File: src/rtl/rc4_sbox_ctrl_if.sv
// Bundles the key-buffer, cipher handshake and three S-box RAM ports of rc4_sbox_ctrl.
// master = sequencer side, slave = key buffer / cipher datapath / RAM side.
interface rc4_sbox_ctrl_if;
  logic       key_setup_en;
  logic [7:0] key_len;
  logic [7:0] key_addr;
  logic [7:0] key_byte;
  logic       cipher_req;
  logic       cipher_ready;
  logic       cipher_valid;
  logic [7:0] ks_byte;
  logic [7:0] raddr_1;
  logic [7:0] rdata_1;
  logic       wen_2;
  logic [7:0] waddr_2;
  logic [7:0] wdata_2;
  logic       wen_3;
  logic [7:0] addr_3;
  logic [7:0] wdata_3;
  logic [7:0] rdata_3;

  modport master (
    input  key_setup_en, key_len, key_byte, cipher_req, rdata_1, rdata_3,
    output key_addr, cipher_ready, cipher_valid, ks_byte,
           raddr_1, wen_2, waddr_2, wdata_2, wen_3, addr_3, wdata_3
  );

  modport slave (
    output key_setup_en, key_len, key_byte, cipher_req, rdata_1, rdata_3,
    input  key_addr, cipher_ready, cipher_valid, ks_byte,
           raddr_1, wen_2, waddr_2, wdata_2, wen_3, addr_3, wdata_3
  );
endinterface

File: src/rtl/rc4_sbox_ctrl.sv
// RC4 S-box sequencer: identity fill, KSA, then one PRGA keystream byte per accepted cipher_req.
// Setup 1280 busy cycles; keystream valid 6 cycles after accept; requests only taken while cipher_ready.
module rc4_sbox_ctrl (
  input  logic              clk,
  input  logic              rst_n,
  rc4_sbox_ctrl_if.master   bus
);

  typedef enum logic [3:0] {
    IDLE, INIT, K1, K2, K3, K4, READY, P1, P2, P3, P4, P5
  } state_t;

  state_t     state;
  logic [7:0] i, j, n, kidx, kb, si, sj;
  logic [8:0] klen;

  logic       ready_q, valid_q, wen_2_q, wen_3_q;
  logic [7:0] key_addr_q, ks_q, raddr_1_q, waddr_2_q, wdata_2_q, addr_3_q, wdata_3_q;

  logic       start;
  logic [7:0] j_sum, kidx_nxt, ks_fwd;

  always_comb begin
    start    = bus.key_setup_en && ((state == IDLE) || (state == READY));
    j_sum    = j + bus.rdata_1 + ((state == K2) ? kb : 8'd0);
    kidx_nxt = (({1'b0, kidx} + 9'd1) == klen) ? 8'd0 : kidx + 8'd1;
    // The keystream read was issued alongside the swap writes, so patch in the swapped entries.
    if (raddr_1_q == j)
      ks_fwd = si;
    else if (raddr_1_q == i)
      ks_fwd = sj;
    else
      ks_fwd = bus.rdata_1;
  end

  assign bus.key_addr     = key_addr_q;
  assign bus.cipher_ready = ready_q;
  assign bus.cipher_valid = valid_q;
  assign bus.ks_byte      = ks_q;
  assign bus.raddr_1      = raddr_1_q;
  assign bus.wen_2        = wen_2_q;
  assign bus.waddr_2      = waddr_2_q;
  assign bus.wdata_2      = wdata_2_q;
  assign bus.wen_3        = wen_3_q;
  // The j lookup must reach the RAM in the same cycle S[i] arrives to keep 4 cycles per step.
  assign bus.addr_3       = ((state == K2) || (state == P2)) ? j_sum : addr_3_q;
  assign bus.wdata_3      = wdata_3_q;

  always_ff @(posedge clk or negedge rst_n) begin
    if (!rst_n) begin
      state      <= IDLE;
      i          <= 8'd0;
      j          <= 8'd0;
      n          <= 8'd0;
      kidx       <= 8'd0;
      kb         <= 8'd0;
      si         <= 8'd0;
      sj         <= 8'd0;
      klen       <= 9'd0;
      ready_q    <= 1'b0;
      valid_q    <= 1'b0;
      wen_2_q    <= 1'b0;
      wen_3_q    <= 1'b0;
      key_addr_q <= 8'd0;
      ks_q       <= 8'd0;
      raddr_1_q  <= 8'd0;
      waddr_2_q  <= 8'd0;
      wdata_2_q  <= 8'd0;
      addr_3_q   <= 8'd0;
      wdata_3_q  <= 8'd0;
    end else begin
      valid_q <= 1'b0;
      wen_2_q <= 1'b0;
      wen_3_q <= 1'b0;
      if (start) begin
        state     <= INIT;
        n         <= 8'd0;
        klen      <= (bus.key_len == 8'd0) ? 9'd256 : {1'b0, bus.key_len};
        ready_q   <= 1'b0;
        wen_2_q   <= 1'b1;
        waddr_2_q <= 8'd0;
        wdata_2_q <= 8'd0;
      end else begin
        case (state)
          IDLE: ;
          INIT: begin
            if (n == 8'hFF) begin
              state      <= K1;
              i          <= 8'd0;
              j          <= 8'd0;
              kidx       <= 8'd0;
              raddr_1_q  <= 8'd0;
              key_addr_q <= 8'd0;
            end else begin
              n         <= n + 8'd1;
              wen_2_q   <= 1'b1;
              waddr_2_q <= n + 8'd1;
              wdata_2_q <= n + 8'd1;
            end
          end
          K1: begin
            kb    <= bus.key_byte;
            state <= K2;
          end
          K2, P2: begin
            si       <= bus.rdata_1;
            j        <= j_sum;
            addr_3_q <= j_sum;
            state    <= (state == K2) ? K3 : P3;
          end
          K3, P3: begin
            sj        <= bus.rdata_3;
            wen_2_q   <= 1'b1;
            waddr_2_q <= i;
            wdata_2_q <= bus.rdata_3;
            wen_3_q   <= 1'b1;
            addr_3_q  <= j;
            wdata_3_q <= si;
            if (state == P3) begin
              raddr_1_q <= si + bus.rdata_3;
              state     <= P4;
            end else begin
              state     <= K4;
            end
          end
          K4: begin
            if (i == 8'hFF) begin
              state   <= READY;
              ready_q <= 1'b1;
              i       <= 8'd0;
              j       <= 8'd0;
            end else begin
              state      <= K1;
              i          <= i + 8'd1;
              kidx       <= kidx_nxt;
              raddr_1_q  <= i + 8'd1;
              key_addr_q <= kidx_nxt;
            end
          end
          READY: begin
            if (bus.cipher_req) begin
              state     <= P1;
              ready_q   <= 1'b0;
              i         <= i + 8'd1;
              raddr_1_q <= i + 8'd1;
            end
          end
          P1: state <= P2;
          P4: state <= P5;
          P5: begin
            ks_q    <= ks_fwd;
            valid_q <= 1'b1;
            ready_q <= 1'b1;
            state   <= READY;
          end
          default: state <= IDLE;
        endcase
      end
    end
  end

endmodule

File: src/flat_wrapper.sv
// flat-port wrapper written by rule: the top's interface ports become plain ports
module rc4_sbox_ctrl_flat 
  (clk, rst_n, bus_key_setup_en, bus_key_len, bus_key_byte, bus_cipher_req, bus_rdata_1, bus_rdata_3, bus_key_addr, bus_cipher_ready, bus_cipher_valid, bus_ks_byte, bus_raddr_1, bus_wen_2, bus_waddr_2, bus_wdata_2, bus_wen_3, bus_addr_3, bus_wdata_3);
  rc4_sbox_ctrl_if bus_i ();
  input  logic clk;
  input  logic rst_n;
  input wire logic [$bits(bus_i.key_setup_en)-1:0] bus_key_setup_en;
  input wire logic [$bits(bus_i.key_len)-1:0] bus_key_len;
  input wire logic [$bits(bus_i.key_byte)-1:0] bus_key_byte;
  input wire logic [$bits(bus_i.cipher_req)-1:0] bus_cipher_req;
  input wire logic [$bits(bus_i.rdata_1)-1:0] bus_rdata_1;
  input wire logic [$bits(bus_i.rdata_3)-1:0] bus_rdata_3;
  output wire logic [$bits(bus_i.key_addr)-1:0] bus_key_addr;
  output wire logic [$bits(bus_i.cipher_ready)-1:0] bus_cipher_ready;
  output wire logic [$bits(bus_i.cipher_valid)-1:0] bus_cipher_valid;
  output wire logic [$bits(bus_i.ks_byte)-1:0] bus_ks_byte;
  output wire logic [$bits(bus_i.raddr_1)-1:0] bus_raddr_1;
  output wire logic [$bits(bus_i.wen_2)-1:0] bus_wen_2;
  output wire logic [$bits(bus_i.waddr_2)-1:0] bus_waddr_2;
  output wire logic [$bits(bus_i.wdata_2)-1:0] bus_wdata_2;
  output wire logic [$bits(bus_i.wen_3)-1:0] bus_wen_3;
  output wire logic [$bits(bus_i.addr_3)-1:0] bus_addr_3;
  output wire logic [$bits(bus_i.wdata_3)-1:0] bus_wdata_3;
  assign bus_i.key_setup_en = bus_key_setup_en;
  assign bus_i.key_len = bus_key_len;
  assign bus_i.key_byte = bus_key_byte;
  assign bus_i.cipher_req = bus_cipher_req;
  assign bus_i.rdata_1 = bus_rdata_1;
  assign bus_i.rdata_3 = bus_rdata_3;
  assign bus_key_addr = bus_i.key_addr;
  assign bus_cipher_ready = bus_i.cipher_ready;
  assign bus_cipher_valid = bus_i.cipher_valid;
  assign bus_ks_byte = bus_i.ks_byte;
  assign bus_raddr_1 = bus_i.raddr_1;
  assign bus_wen_2 = bus_i.wen_2;
  assign bus_waddr_2 = bus_i.waddr_2;
  assign bus_wdata_2 = bus_i.wdata_2;
  assign bus_wen_3 = bus_i.wen_3;
  assign bus_addr_3 = bus_i.addr_3;
  assign bus_wdata_3 = bus_i.wdata_3;
  rc4_sbox_ctrl u_core (.clk(clk), .rst_n(rst_n), .bus(bus_i));
endmodule
File: config.mk
export PLATFORM = sky130hd
export DESIGN_NAME = rc4_sbox_ctrl_flat
export DESIGN_NICKNAME = d
export VERILOG_FILES = /design/src/rtl/rc4_sbox_ctrl_if.sv /design/src/rtl/rc4_sbox_ctrl.sv /design/src/flat_wrapper.sv
export SDC_FILE = /design/constraint.sdc
export NUM_CORES = 1
export LEC_CHECK = 0
export CORE_MARGIN = 5
export CORE_UTILIZATION = 59
export CTS_CLUSTER_DIAMETER = 120
export CTS_CLUSTER_SIZE = 10
export DETAILED_ROUTE_END_ITERATION = 8
export GPL_ROUTABILITY_DRIVEN = 1
export PLACE_DENSITY_LB_ADDON = 0.1
export SKIP_LAST_GASP = 1
export SLEW_MARGIN = 20
export SYNTH_ARGS = -nofsm -noshare
export SYNTH_HDL_FRONTEND = slang
export SYNTH_SLANG_ARGS = --single-unit
File: constraint.sdc
create_clock -name clk -period 6 [get_ports clk]
set_clock_uncertainty 0.1 [all_clocks]
set_input_delay 1.2 -clock clk [delete_from_list [all_inputs] [get_ports clk]]
set_output_delay 1.2 -clock clk [all_outputs]
set_load 0.005 [all_outputs]
==> reports/qor.yml <==
sta:
  timing.final.crit_share_pct: 94.4
  tightestPinTransition_ns: 0.954
  finalCriticalPeriod_ns: 5.67
  finalSetupTns_ns: 0
  hold_viol_final: 0
  hold_slack_ns: 0.378
  slew_headroom_pct: 36.4
  layout_setup_ws_ns: 0.334
  max_freq_mhz: 176
  setup_viol_count_final: 0
  rsz0062_at_grt: "false"
  slew_violations: 0
cells_and_area:
  drive_above_1_share_pct: 8.85
  post-route-cell-area_sq_um: 8320
  multiInputGateArea_sq_um: 3440
  layout.nets: 862
  antenna_cells: 0
  fillers: 830
  layout_common_cells: "156 x nand2_1, 121 x dfrtp_1, 94 x clkdlybuf4s50_1"
  utilization_pct: 73.8
  final_cells: 957
  final_common_cell: "nand2_1"
  area_growth_pct: 24.2
  seq_area_sq_um: 3030
clock_network:
  clock_path_buffers: 2
  clock_sinks: 121
  clkLatencyLatePin_ns: 0.42
  postCtsHoldBufs: 0
  cts_buffers: 17
  root_buffer: "clkbuf_16"
  cts_tree: "built"
  path_clk_slew_ns: 0.06
  post_cts_buffers: 0
  h-tree-depth: 4
grt:
  grt_max_degree: 74
  grt_pass1_wl_microns: 28300
  grt_use_total_pct: 27.0
  first_global_vias: 5642
  antenna_found_initial: 0
  grt.overflow.total: 0
power_and_ir_drop:
  clkPwrFrac_pct: 26.3
  power_switching_mw: 1.62
  power_switching_share_pct: 37.5
  leakage_nw: 3.87
  combPwrFrac_pct: 40.7
  pwr-share-seq_pct: 33.0
  internal-power_mw: 2.70
  power_mw: 4.32
  powerDensity_nw_per_um2: 520
  ir_worst_vdd_mv: 0.392
synthesis:
  synth_compound_area_share_pct: 14.6
  synth-main-ff-cell: "dfrtp_1"
  synth_mux_area_share_pct: 4.72
  synth_top_family_by_area: "simple AND/OR/NAND/NOR gates"
  synth-xor-area-share_pct: 7.32
  synth_cell_type_count: 60
  yosys_warnings: 0
  ys_seq_area_share_pct: 45.2
  syn_area_sq_um: 6700
  async_reset_ff_share_pct: 100
  synth-adder-area-share_pct: 5.67
  synth_edf_count: 0
  avgSynthCellArea_sq_um: 9.32
  synthSimpleGateAreaFrac_pct: 19.0
  syn_nets: 780
  netlist_instances: 719
  synth_seq_cells: 121
flow_run:
  drv_cap: 0
critical_path:
  rr_worst_depth: 13
  endpoint_kind: "output port"
  worstPathArrival_ns: 4.37
  regToRegStartpoint: "u_core.state[1]"
  worst_r2r_endpoint: "u_core.addr_3_q[7]"
  rrSetupSlack_ns: 2.26
  crit_required_ns: 4.70
  setup.worst_path.class: "flop to output port"
  worst-path-max-fanout: 15
  start_kind: "flop"
floorplan:
  die_area_sq_um: 13600
  dieHeight_microns: 117
  fp.dieW_microns: 117
  initial_utilization_pct: 59.5
  core-area_sq_um: 11300
  row_count: 39
  pin_count: 96
detailed_routing:
  drt_iter0_drc: 483
  via_per_inst: 5.92
  ant_nets: 0
  vias: 5665
  dr.pass1.iters: 5
  wl_per_cell_microns: 18.4
  wirelength_microns: 17600
  drcViolationCount: 0
worst_hold_path:
  whs_path_depth: 2
  whs_endpoint: "u_core.bus.ks_byte[4]"
  min-delay-start: "u_core.bus.ks_byte[4]"
  hp-class: "flop to flop"
placement:
  port_buffers: 95
  post-dp-hpwl_microns: 12500
  routabilityCongestion: 0.910
  post_dp_cell_area_sq_um: 7660
  dpl.cell_count: 925
  dp_slack_ns: 0.437
status:
  status: "finished, final reports clean"
==> layout make-up <==
type	instances	area share (%)
repair buffers	99	11.8
well taps	143	2.15
inverters	10	0.451
clock buffers	18	5.28
flip-flops and latches	121	36.4
multi-input cells	552	41.3
clock inverters	14	2.63
==> state kept, by name (all words and copies together) (netlist names) <==
signal	cells
u_core.i	8
u_core.bus.wen_3	1
u_core.bus.waddr_2	8
u_core.sj	8
u_core.addr_3_q	8
u_core.bus.wen_2	1
u_core.bus.cipher_valid	1
u_core.si	8
u_core.bus.wdata_2	8
u_core.n	8
u_core.bus.raddr_1	8
u_core.klen	9
u_core.kb	8
u_core.bus.wdata_3	8
u_core.bus.ks_byte	8
u_core.state	4
u_core.bus.cipher_ready	1
u_core.j	8
u_core.kidx	8
==> worst max path at each step <==
stage / slack, ns / endpoint / start / cells after the start
floorplan: 1.62 / bus_addr_3[7] / u_core.state[1] / 14
global placement: 0.52 / bus_addr_3[7] / bus_rdata_1[1] / 12
detailed placement: 0.44 / bus_addr_3[7] / bus_rdata_1[1] / 12
CTS: 0.17 / bus_addr_3[7] / u_core.state[1] / 14
global route: 0.03 / bus_addr_3[7] / u_core.state[0] / 14
finish: 0.33 / bus_addr_3[7] / u_core.state[1] / 14
==> worst max-delay path, stage by stage (launching register included) <==
cell and delay [ns]:
dfrtp_1 0.60, nand2_1 0.23, nor3_2 0.37, and2_1 0.22, fa_1 0.42, ha_1 0.25, fa_1 0.41, a21oi_1 0.14
nor2_1 0.06, nor2_1 0.16, o21ai_0 0.14, xnor2_1 0.23, nor2_1 0.08, nor2_1 0.12, clkdlybuf4s50_1 0.51
==> power by group through the flow <==
stage                     clock [mW]  combinational, mW  sequential (mW)
final                           1.14               1.76             1.43
after global routing            1.18               1.96             1.46
after CTS                       1.15               1.76             1.42
after detailed placement           0               1.74             1.43
after global placement             0               1.67             1.42
after floorplan                    0               1.21             1.31
==> synth_stat cells, types with 8 or more instances <==
| cell type | n | area, sq um |
|---|---|---|
| a21oi_1 | 44 | 220 |
| and2_1 | 11 | 68.8 |
| and3_1 | 9 | 56.3 |
| buf_2 | 8 | 40.0 |
| clkbuf_1 | 18 | 67.6 |
| dfrtp_1 | 121 | 3030 |
| fa_1 | 9 | 180 |
| ha_1 | 16 | 200 |
| inv_1 | 9 | 33.8 |
| mux2_2 | 21 | 236 |
| mux2i_1 | 8 | 80.1 |
| nand2_1 | 156 | 586 |
| nand3_1 | 13 | 65.1 |
| nor2_1 | 51 | 191 |
| o21ai_0 | 28 | 140 |
| o21ai_1 | 37 | 185 |
| o31ai_1 | 8 | 60.1 |
| xnor2_1 | 26 | 228 |
| xor2_1 | 30 | 263 |
==> layer usage <==
layer | GRT usage (%) | wire length, microns
met1 | 35.9 | 7460
met2 | 44.2 | 8600
met3 | 7.15 | 1310
met4 | 7.19 | 279
met5 | 0 | 0
==> what timing repair did <==
item | 4_1_cts | 5_1_grt
hold endpoints to repair | 0 | 0
setup endpoints to repair | 0 | 1
resized for setup | 0 | 1
==> cell families after synthesis <==
logic type	Yosys count
AOI/OAI and AO/OA	162
xor gates and xnor gates	56
adders and majority gates	25
buffers and inverters	46
DFF	121
muxes	29
and+or+nand+nor	280
Power figures use the tool's default switching activity.
==> patch (same settings) <==
Re-encode `state_t` (12 states) as one-hot, 12 bits wide.
--- a/src/rtl/rc4_sbox_ctrl.sv
+++ b/src/rtl/rc4_sbox_ctrl.sv
@@ -7,6 +7,6 @@
 );
 
-  typedef enum logic [3:0] {
-    IDLE, INIT, K1, K2, K3, K4, READY, P1, P2, P3, P4, P5
+  typedef enum logic [11:0] {
+    IDLE = 12'b000000000001, INIT = 12'b000000000010, K1 = 12'b000000000100, K2 = 12'b000000001000, K3 = 12'b000000010000, K4 = 12'b000000100000, READY = 12'b000001000000, P1 = 12'b000010000000, P2 = 12'b000100000000, P3 = 12'b001000000000, P4 = 12'b010000000000, P5 = 12'b100000000000
   } state_t;
 
Check against the original RTL: same outputs for any inputs over 10 cycles, from zero or initial values and one cycle with rst_n low; not proved beyond that.
==> patch against the unedited design <==
Sequential cell count rose by 8. Design area grew 5.3%. Worst setup slack better by 0.0026 ns. Register-to-register slack worse by 0.16 ns. Area after synthesis grew 6.6%. Maximum frequency about the same. Combinational power decreased by 32%. Count of clock-buffer cells in the layout is 3 higher. Total power is 17% lower. Wire length rose by 2.2%. Via count rose by 2.3%. Largest power group is now registers.
==> patch: results (changes against the unedited design) <==
qor: cells_and_area.num-fill-cells 894 [+7.7%]
qor: cells_and_area.layout.nets 865 [+0.35%]
qor: placement.routabilityCongestion 0.964 [+6.0%]
qor: power.p_clk 1.08 mW [-5%]
qor: placement.detailed_placement_wirelength_estimate 13000 um [+4.6%]
qor: synth.synth.yosys.seq_area_share 45.2% [about the same]
qor: placement.post-place-ws 0.451 ns [+0.0137 ns]
qor: cells_and_area.finish.cell_count_without_fillers 964 [+0.73%]
qor: power.max-vdd-ir-drop 262 uV [-33%]
qor: worst_setup_path.reg2reg_setup_slack 2.10 ns [-0.16 ns]
qor: hold_path.min_delay_worst_endpoint u_core.sj[6]$_DFFE_PN0P_
qor: power.power_leakage 4.02 nW [+3.9%]
qor: synth.yosys.cell_types.count 71 [+18%]
qor: synth.ys_top_cells_by_area sky130_fd_sc_hd__dfrtp_1 (45%), sky130_fd_sc_hd__nand2_1 (6.5%), sky130_fd_sc_hd__mux2_2 (6.0%)
qor: drt.dr_iter_0_viols 474 [-1.9%]
qor: drt.count_of_vias_placed_by_the_detailed_router 5796 [+2.3%]
qor: placement.placed_cell_area 8140 um^2 [+6.3%]
qor: worst_setup_path.critical-path-slowest-cell sky130_fd_sc_hd__clkdlybuf4s50_1
qor: power.power_switching_share 33.4% [-4.1 points]
qor: worst_setup_path.crit_path_max_cell_delay 0.55 ns [-0.05 ns]
qor: global_route.track_usage 26.5% [-0.51 points]
qor: cells_and_area.drive_gt1_share 13.2% [+4.4 points]
qor: hold_path.hold_start u_core.sj[6]$_DFFE_PN0P_
qor: worst_setup_path.worst-path-max-fanout 10 [-5]
qor: synth.netlist_instances 721 [+0.28%]
qor: sta.max-slew-margin-rel 29.3% [-7.1 points]
qor: outcome.outcome finished, final reports clean
==> patch: layout make-up <==
class                           count  area [um^2]  share of cell area [%]
Timing Repair Buffer              102         1000                    11.4
Inverter                           14         52.6                   0.600
Clock inverter                     11          160                    1.83
Sequential cell                   129         3230                    36.9
Clock buffer                       21          460                    5.26
Tap cell                          147          184                    2.10
Multi-Input combinational cell    540         3670                    41.9
==> patch: cell families (layout without fill, tap and decap cells) <==
kind of cell	Yosys count	count (layout)	share of synthesized area, %
buffers and inverters	52	148	3.38
and+or+nand+nor	268	268	18.5
xor gates and xnor gates	56	56	6.87
DFF	129	129	45.2
AOI/OAI and AO/OA	144	144	13.5
adders and majority gates	25	25	5.32
muxes	47	47	7.25
==> patch: routing by layer <==
layer	vias up	GRT usage, %	routed length, um
li1	2713	-	-
met1	2830	34.6	7620
met2	212	42.8	8820
met3	41	6.41	1110
met4	0	10.1	471
met5	-	0	0
